[config.mk]
export PLATFORM = sky130hd
export DESIGN_NAME = mic_frame_packer
export DESIGN_NICKNAME = d
export VERILOG_FILES = /design/src/rtl/audio_pkg.sv /design/src/rtl/sync_fifo.sv /design/src/rtl/mic_frame_packer.sv
export SDC_FILE = /design/constraint.sdc
export NUM_CORES = 1
export LEC_CHECK = 0
export BUFFER_PORTS_ARGS = -buffer_cell sky130_fd_sc_hd__buf_2
export CAP_MARGIN = 30
export CORE_MARGIN = 3
export CORE_UTILIZATION = 50
export CTS_BUF_LIST = sky130_fd_sc_hd__clkbuf_4
export DETAILED_ROUTE_END_ITERATION = 8
export GPL_ROUTABILITY_DRIVEN = 0
export PLACE_DENSITY = 0.67
export SYNTH_ARGS = -nofsm -noshare
export SYNTH_HDL_FRONTEND = slang
export SYNTH_SLANG_ARGS = --single-unit
[constraint.sdc]
create_clock -name clk_in -period 8.97 [get_ports clk_in]
set_input_delay 2.691 -clock clk_in [delete_from_list [all_inputs] [get_ports clk_in]]
set_output_delay 2.691 -clock clk_in [all_outputs]
set_load 0.005 [all_outputs]
[src/rtl/audio_pkg.sv]
// Shared types and constants for the microphone capture to FFT path.
// Provides the sample-set type and the complex beat packing used by the frame packer.
package audio_pkg;

    localparam int NUM_MICS = 4;
    localparam int SAMPLE_W = 16;
    localparam int FFT_LEN  = 512;

    typedef logic signed [SAMPLE_W-1:0]   sample_t;
    typedef logic [NUM_MICS*SAMPLE_W-1:0] sample_set_t;
    typedef logic [NUM_MICS*32-1:0]       beat_t;

    typedef enum logic [1:0] {
        ST_IDLE,
        ST_RUN,
        ST_DRAIN
    } pack_state_e;

    // Each lane is {imag = 0, real = sample}; lane k holds mic k.
    function automatic beat_t pack_complex_beat(input sample_set_t set);
        beat_t beat;
        beat = '0;
        for (int k = 0; k < NUM_MICS; k++) begin
            beat[32*k +: SAMPLE_W] = set[SAMPLE_W*k +: SAMPLE_W];
        end
        return beat;
    endfunction

endpackage

[src/rtl/sync_fifo.sv]
// Synchronous FIFO with a registered head word: data_out is valid whenever empty_out is low.
// Occupancy counts the head word, so full means DEPTH sets are held in total.
module sync_fifo #(
    parameter int WIDTH = 64,
    parameter int DEPTH = 16
) (
    input  logic                     clk_in,
    input  logic                     rst_n_in,
    input  logic                     push_in,
    input  logic [WIDTH-1:0]         data_in,
    input  logic                     pop_in,
    output logic [WIDTH-1:0]         data_out,
    output logic                     full_out,
    output logic                     empty_out,
    output logic [$clog2(DEPTH):0]   count_out
);

    localparam int AW = $clog2(DEPTH);
    localparam int CW = AW + 1;

    logic [WIDTH-1:0] mem_q [DEPTH];
    logic [AW-1:0]    wr_ptr_q, rd_ptr_q, rd_ptr_d;
    logic [CW-1:0]    count_q, count_d;
    logic [WIDTH-1:0] head_q, head_d;
    logic             full_q, empty_q;
    logic             push_ok, pop_ok;

    // A push is refused while full, even if a pop happens in the same cycle.
    assign push_ok = push_in && !full_q;
    assign pop_ok  = pop_in && !empty_q;

    always_comb begin
        count_d  = count_q + CW'(push_ok) - CW'(pop_ok);
        rd_ptr_d = rd_ptr_q + AW'(pop_ok);
        if (count_d == '0) begin
            head_d = '0;
        end else if (push_ok && (count_q == CW'(pop_ok))) begin
            head_d = data_in;
        end else begin
            head_d = mem_q[rd_ptr_d];
        end
    end

    // NOTE: storage has no reset; only pointers and flags define what is valid.
    always_ff @(posedge clk_in) begin
        if (push_ok) begin
            mem_q[wr_ptr_q] <= data_in;
        end
    end

    // NOTE: sequential state uses non-blocking assignments so every register samples pre-edge values.
    always_ff @(posedge clk_in or negedge rst_n_in) begin
        if (!rst_n_in) begin
            wr_ptr_q <= '0;
            rd_ptr_q <= '0;
            count_q  <= '0;
            head_q   <= '0;
            full_q   <= 1'b0;
            empty_q  <= 1'b1;
        end else begin
            wr_ptr_q <= wr_ptr_q + AW'(push_ok);
            rd_ptr_q <= rd_ptr_d;
            count_q  <= count_d;
            head_q   <= head_d;
            full_q   <= (count_d == CW'(DEPTH));
            empty_q  <= (count_d == '0);
        end
    end

    assign data_out  = head_q;
    assign full_out  = full_q;
    assign empty_out = empty_q;
    assign count_out = count_q;

endmodule

[src/rtl/mic_frame_packer.sv]
// Packs 4-channel microphone sample sets into complex AXI-Stream beats with tlast every FRAME_LEN beats.
// Framing starts and stops only on frame boundaries; sets arriving while the FIFO is full are counted as drops.
module mic_frame_packer #(
    parameter int NUM_CH     = audio_pkg::NUM_MICS,
    parameter int SAMPLE_W   = audio_pkg::SAMPLE_W,
    parameter int FRAME_LEN  = audio_pkg::FFT_LEN,
    parameter int FIFO_DEPTH = 16
) (
    input  logic                           clk_in,
    input  logic                           rst_n_in,
    input  logic                           enable_in,
    input  logic [NUM_CH*SAMPLE_W-1:0]     audio_data_in,
    input  logic                           audio_valid_in,
    output logic                           audio_ready_out,
    output logic [NUM_CH*2*SAMPLE_W-1:0]   m_tdata_out,
    output logic                           m_tvalid_out,
    output logic                           m_tlast_out,
    input  logic                           m_tready_in,
    input  logic                           clr_overflow_in,
    output logic                           overflow_out,
    output logic [15:0]                    drop_count_out,
    output logic [15:0]                    frame_count_out
);

    import audio_pkg::*;

    localparam int CW = $clog2(FRAME_LEN);
    localparam logic [CW-1:0] LAST_IDX = CW'(FRAME_LEN - 1);

    pack_state_e                   state_q;
    logic [CW-1:0]                 in_count_q;
    logic [CW-1:0]                 out_count_q, out_count_d;
    logic [15:0]                   frame_count_q, frame_count_d;
    logic [15:0]                   drop_count_q, drop_count_d;
    logic                          overflow_q, overflow_d;

    logic                          fifo_full, fifo_empty;
    logic [$clog2(FIFO_DEPTH):0]   fifo_count;
    logic [NUM_CH*SAMPLE_W-1:0]    fifo_dout;
    logic                          push, drop, handshake;

    assign audio_ready_out = (state_q == ST_RUN) ? !fifo_full : 1'b1;
    assign push            = (state_q == ST_RUN) && audio_valid_in && !fifo_full;
    assign drop            = (state_q == ST_RUN) && audio_valid_in && fifo_full;
    assign handshake       = m_tvalid_out && m_tready_in;

    sync_fifo #(
        .WIDTH (NUM_CH*SAMPLE_W),
        .DEPTH (FIFO_DEPTH)
    ) u_fifo (
        .clk_in    (clk_in),
        .rst_n_in  (rst_n_in),
        .push_in   (push),
        .data_in   (audio_data_in),
        .pop_in    (handshake),
        .data_out  (fifo_dout),
        .full_out  (fifo_full),
        .empty_out (fifo_empty),
        .count_out (fifo_count)
    );

    // Leaving RUN is only possible on the write that completes a frame, so frames are never cut short.
    always_ff @(posedge clk_in or negedge rst_n_in) begin
        if (!rst_n_in) begin
            state_q    <= ST_IDLE;
            in_count_q <= '0;
        end else begin
            case (state_q)
                ST_IDLE: begin
                    if (enable_in) state_q <= ST_RUN;
                end
                ST_RUN: begin
                    if (push) begin
                        in_count_q <= in_count_q + CW'(1);
                        if ((in_count_q == LAST_IDX) && !enable_in) state_q <= ST_DRAIN;
                    end
                end
                ST_DRAIN: begin
                    if ((fifo_count == '0) && (out_count_q == '0)) state_q <= ST_IDLE;
                end
                default: state_q <= ST_IDLE;
            endcase
        end
    end

    always_comb begin
        // NOTE: every combinational output gets a default first so no latch is inferred.
        overflow_d    = overflow_q;
        drop_count_d  = drop_count_q;
        out_count_d   = out_count_q;
        frame_count_d = frame_count_q;

        if (clr_overflow_in) begin
            overflow_d   = 1'b0;
            drop_count_d = drop ? 16'd1 : 16'd0;
        end else if (drop) begin
            overflow_d = 1'b1;
            if (drop_count_q != 16'hFFFF) drop_count_d = drop_count_q + 16'd1;
        end

        if (handshake) begin
            out_count_d = out_count_q + CW'(1);
            if (out_count_q == LAST_IDX) frame_count_d = frame_count_q + 16'd1;
        end
    end

    always_ff @(posedge clk_in or negedge rst_n_in) begin
        if (!rst_n_in) begin
            overflow_q    <= 1'b0;
            drop_count_q  <= '0;
            out_count_q   <= '0;
            frame_count_q <= '0;
        end else begin
            overflow_q    <= overflow_d;
            drop_count_q  <= drop_count_d;
            out_count_q   <= out_count_d;
            frame_count_q <= frame_count_d;
        end
    end

    assign m_tvalid_out    = !fifo_empty;
    assign m_tlast_out     = m_tvalid_out && (out_count_q == LAST_IDX);
    assign m_tdata_out     = pack_complex_beat(fifo_dout);
    assign overflow_out    = overflow_q;
    assign drop_count_out  = drop_count_q;
    assign frame_count_out = frame_count_q;

endmodule
==> flow_metrics.py <==
metrics = {
    "yosys": {
        "synth_compound_area_share_pct": 3.41,
        "synth_fa_ha_area_share_pct": 0.517,
        "yosysUniqueCellTypes": 57,
        "synth_xor_area_share_pct": 0.894,
        "synth.area.top_cells": "edfxtp_1 68%, mux4_2 13%, dfrtp_1 7.3%",
        "synth_top_area_cell": "edfxtp_1",
        "synthArstFlopShare_pct": 11.4,
        "synth.most_common_cell": "edfxtp_1",
        "synth_area_um2": 45000,
        "yosysSeqAreaShare_pct": 75.6,
        "synth-edff-count": 1024,
        "yosys_most_used_dff": "edfxtp_1",
        "synth_top_family_by_area": "multiplexers",
        "synth.area.mux_share_pct": 12.9,
        "synthCells": 2234,
        "syn_avg_cell_area_um2": 20.2,
        "synthTopCellsByCount": "1024 x edfxtp_1, 256 x mux4_2, 148 x nand2_1",
        "synth_top_cell_area_share_pct": 68.3,
        "synth-seq-cells": 1156,
        "yosys.area_share.simple_pct": 4.16,
        "yosysWarningCount": 0,
    },
    "power_and_ir_drop": {
        "p_sw_share_pct": 32.3,
        "power_uw": 17800,
        "irDropWorstVdd_mv": 0.308,
        "internal-power_uw": 12000,
        "power_frac_comb_pct": 36.5,
        "leakagePower_uw": 0.0177,
        "sequentialPowerShare_pct": 38.8,
        "p_per_area_nw_per_um2": 348,
        "clockPowerShare_pct": 24.7,
        "p_switching_uw": 5740,
    },
    "worst_setup_path": {
        "cp.required_ns": 9.92,
        "start_kind": "input port",
        "crit_slowest_cell": "buf_4",
        "critPathArrivalTime_ns": 6.34,
        "crit_path_cell_trace": "buf_2 -> nor2b_1 -> ha_4 -> nand2_1 -> or2_1 -> a41oi_4 -> buf_4 -> o22ai_1 -> a2111oi_2",
        "cp-end-kind": "register",
        "reg2regPathDepth": 8,
        "crit_path_max_fanout": 50,
        "cp_num_buf_inv": 2,
        "cp.depth": 9,
        "max_stage_delay_ns": 0.90,
        "crit_type": "in -> reg",
        "cp_top_family": "compound AO/OA/AOI/OAI gates",
    },
    "final_layout": {
        "nFillCells": 6686,
        "finalNetCount": 2734,
        "stdcell_area_um2": 51100,
        "area_growth_syn_to_layout_pct": 13.4,
        "drive_gt1_share_pct": 36.5,
    },
    "placement": {
        "io_buffer_count": 169,
        "place_ws_ns": 2.49,
        "hpwl_um": 51200,
        "placed_area_um2": 47300,
    },
    "die": {
        "start_util_pct": 50.7,
        "die-area_um2": 93700,
        "core_area_um2": 88900,
        "die_y_um": 306,
        "io_pins": 234,
        "die_x_um": 306,
        "row_count": 109,
    },
    "sta": {
        "fin_ws_ns": 3.58,
        "rsz0062_at_grt": "no",
        "finalHoldViolCount": 0,
        "fin_skew_ns": 0.107,
        "tightest_slew_ns": 0.989,
        "setup_tns_ns": 0,
        "setup_viol": 0,
        "min_period_ns": 5.39,
        "post-route-period-util_pct": 60.1,
        "max_clock_freq_ghz": 0.185,
        "finalMaxSlewViolations": 0,
        "max_slew_margin_pct": 34.1,
    },
    "cts": {
        "cts-root-buf": "clkbuf_4",
        "numCtsBuffers": 307,
        "ctsResizeCount": 0,
        "clkLatencyLatePin_ns": 1.12,
        "h-tree-depth": 5,
        "clkTransAtPathRegs_ns": 0.07,
        "cts_tree": "yes",
        "cts_buffer_depth": 4,
        "cts_setup_buffers": 0,
        "ctsHoldBuffers": 0,
        "clock_sinks": 1156,
    },
    "routing": {
        "wl_um": 101000,
        "drc": 0,
        "vias": 23355,
        "wire_per_inst_um": 25.1,
        "dr.pass1.iters": 5,
        "viasPerCell": 5.80,
        "drt_iter0_drc": 2283,
        "ant_nets": 0,
    },
    "global_route": {
        "grt_pass1_wl_um": 153000,
        "antenna_found_initial": 12,
        "overflow": 0,
        "first_global_vias": 24889,
        "grt_max_degree": 98,
        "grt_usage_pct": 22.0,
    },
    "flow_run": {
        "max_cap_viol_count": 0,
    },
    "worst_hold_path": {
        "min_path_type": "reg -> reg",
        "hold_depth": 1,
    },
    "outcome": {
        "status": "completed",
    },
}
layer usage:
metal	up-vias	GRT usage, %	share of wire, %
li1	9976	-	-
met3	143	5.34	7.4
met4	6	7.38	1.9
met1	12273	29.6	40
met2	957	36.0	51
met5	-	0	0.038
final timing paths:
kind,startpoint,end,slack [ns]
max,m_tready_in,u_fifo.data_out[29],3.58
min,frame_count_out[15],frame_count_out[15],0.47
max reg2reg,u_fifo.empty_out,u_fifo.data_out[29],4.91
min reg2reg,frame_count_out[15],frame_count_out[15],0.47
max in group asynchronous,rst_n_in,u_fifo.data_out[12],6.19
min in group asynchronous,rst_n_in,u_fifo.count_out[3],1.56
power groups by stage:
stage | sequential (uW) | combinational (uW) | clock, uW
3_3_place_gp | 6980 | 6390 | 0
3_5_place_dp | 7010 | 6550 | 0
4_1_cts | 6900 | 6570 | 4530
6_report | 6890 | 6490 | 4400
2_1_floorplan | 6930 | 4810 | 0
5_1_grt | 6930 | 7000 | 4840
worst register-to-register path: stages, from the launching register on:
cell and delay [ns]:
dfstp_2 0.39, nor2b_1 0.59, ha_4 0.27, nand2_1 0.07, or2_1 0.28, a41oi_4 0.69, buf_4 0.91, o22ai_1 0.28
a2111oi_2 0.43
metrics by stage:
step                hold slack, ns  instances  utilization, %
global placement             0.453       3497            53.1
floorplan                    0.438       2297               -
finish                       0.467       4026            57.5
CTS                          0.472       4021            57.4
global route                 0.487       4024            57.4
detailed placement           0.465       3501            53.2
state kept, by name (all words and copies together) (netlist names), 2 cells and up:
signal            cells
u_fifo.data_out      64
in_count_q            9
u_fifo.count_out      5
u_fifo.mem_q       1024
state_q               2
drop_count_out       16
out_count_q           9
frame_count_out      16
u_fifo.rd_ptr_q       4
u_fifo.wr_ptr_q       4
placed cells by master, fill, tap and decap left out, drive strengths merged, types with 6 or more instances in the layout:
master / count
edfxtp: 1024
clkbuf: 452
mux4: 256
buf: 223
nand2: 148
dfrtp: 131
nor2: 102
and3: 70
o22ai: 64
conb: 64
a2111oi: 64
clkinv: 60
xnor2: 31
nand3: 22
inv: 22
ha: 17
xor2: 15
nand4: 11
nor3: 8
o21ai: 6
nor4: 6
cell families (layout without fill, tap and decap cells):
| family | after synthesis | in the layout |
|---|---|---|
| flip-flops | 1156 | 1156 |
| AND/OR/NAND/NOR | 399 | 399 |
| multiplexers | 261 | 261 |
| buffers and inverters | 200 | 760 |
| AO/OA/AOI/OAI | 153 | 153 |
| XOR/XNOR | 46 | 46 |
| adder cells (fa/ha/maj) | 18 | 18 |
| other | 1 | 68 |
layout make-up:
type / count / area (um^2) / area share [%]
inverters: 17 / 63.8 / 0.125
repair buffers: 223 / 1470 / 2.87
clock buffers: 452 / 3390 / 6.64
flip-flops and latches: 1156 / 34100 / 66.7
clock inverters: 68 / 348 / 0.681
well taps: 1165 / 1460 / 2.85
diodes: 4 / 10.0 / 0.0196
multi-input cells: 941 / 10300 / 20.1
Power figures use the tool's default switching activity.
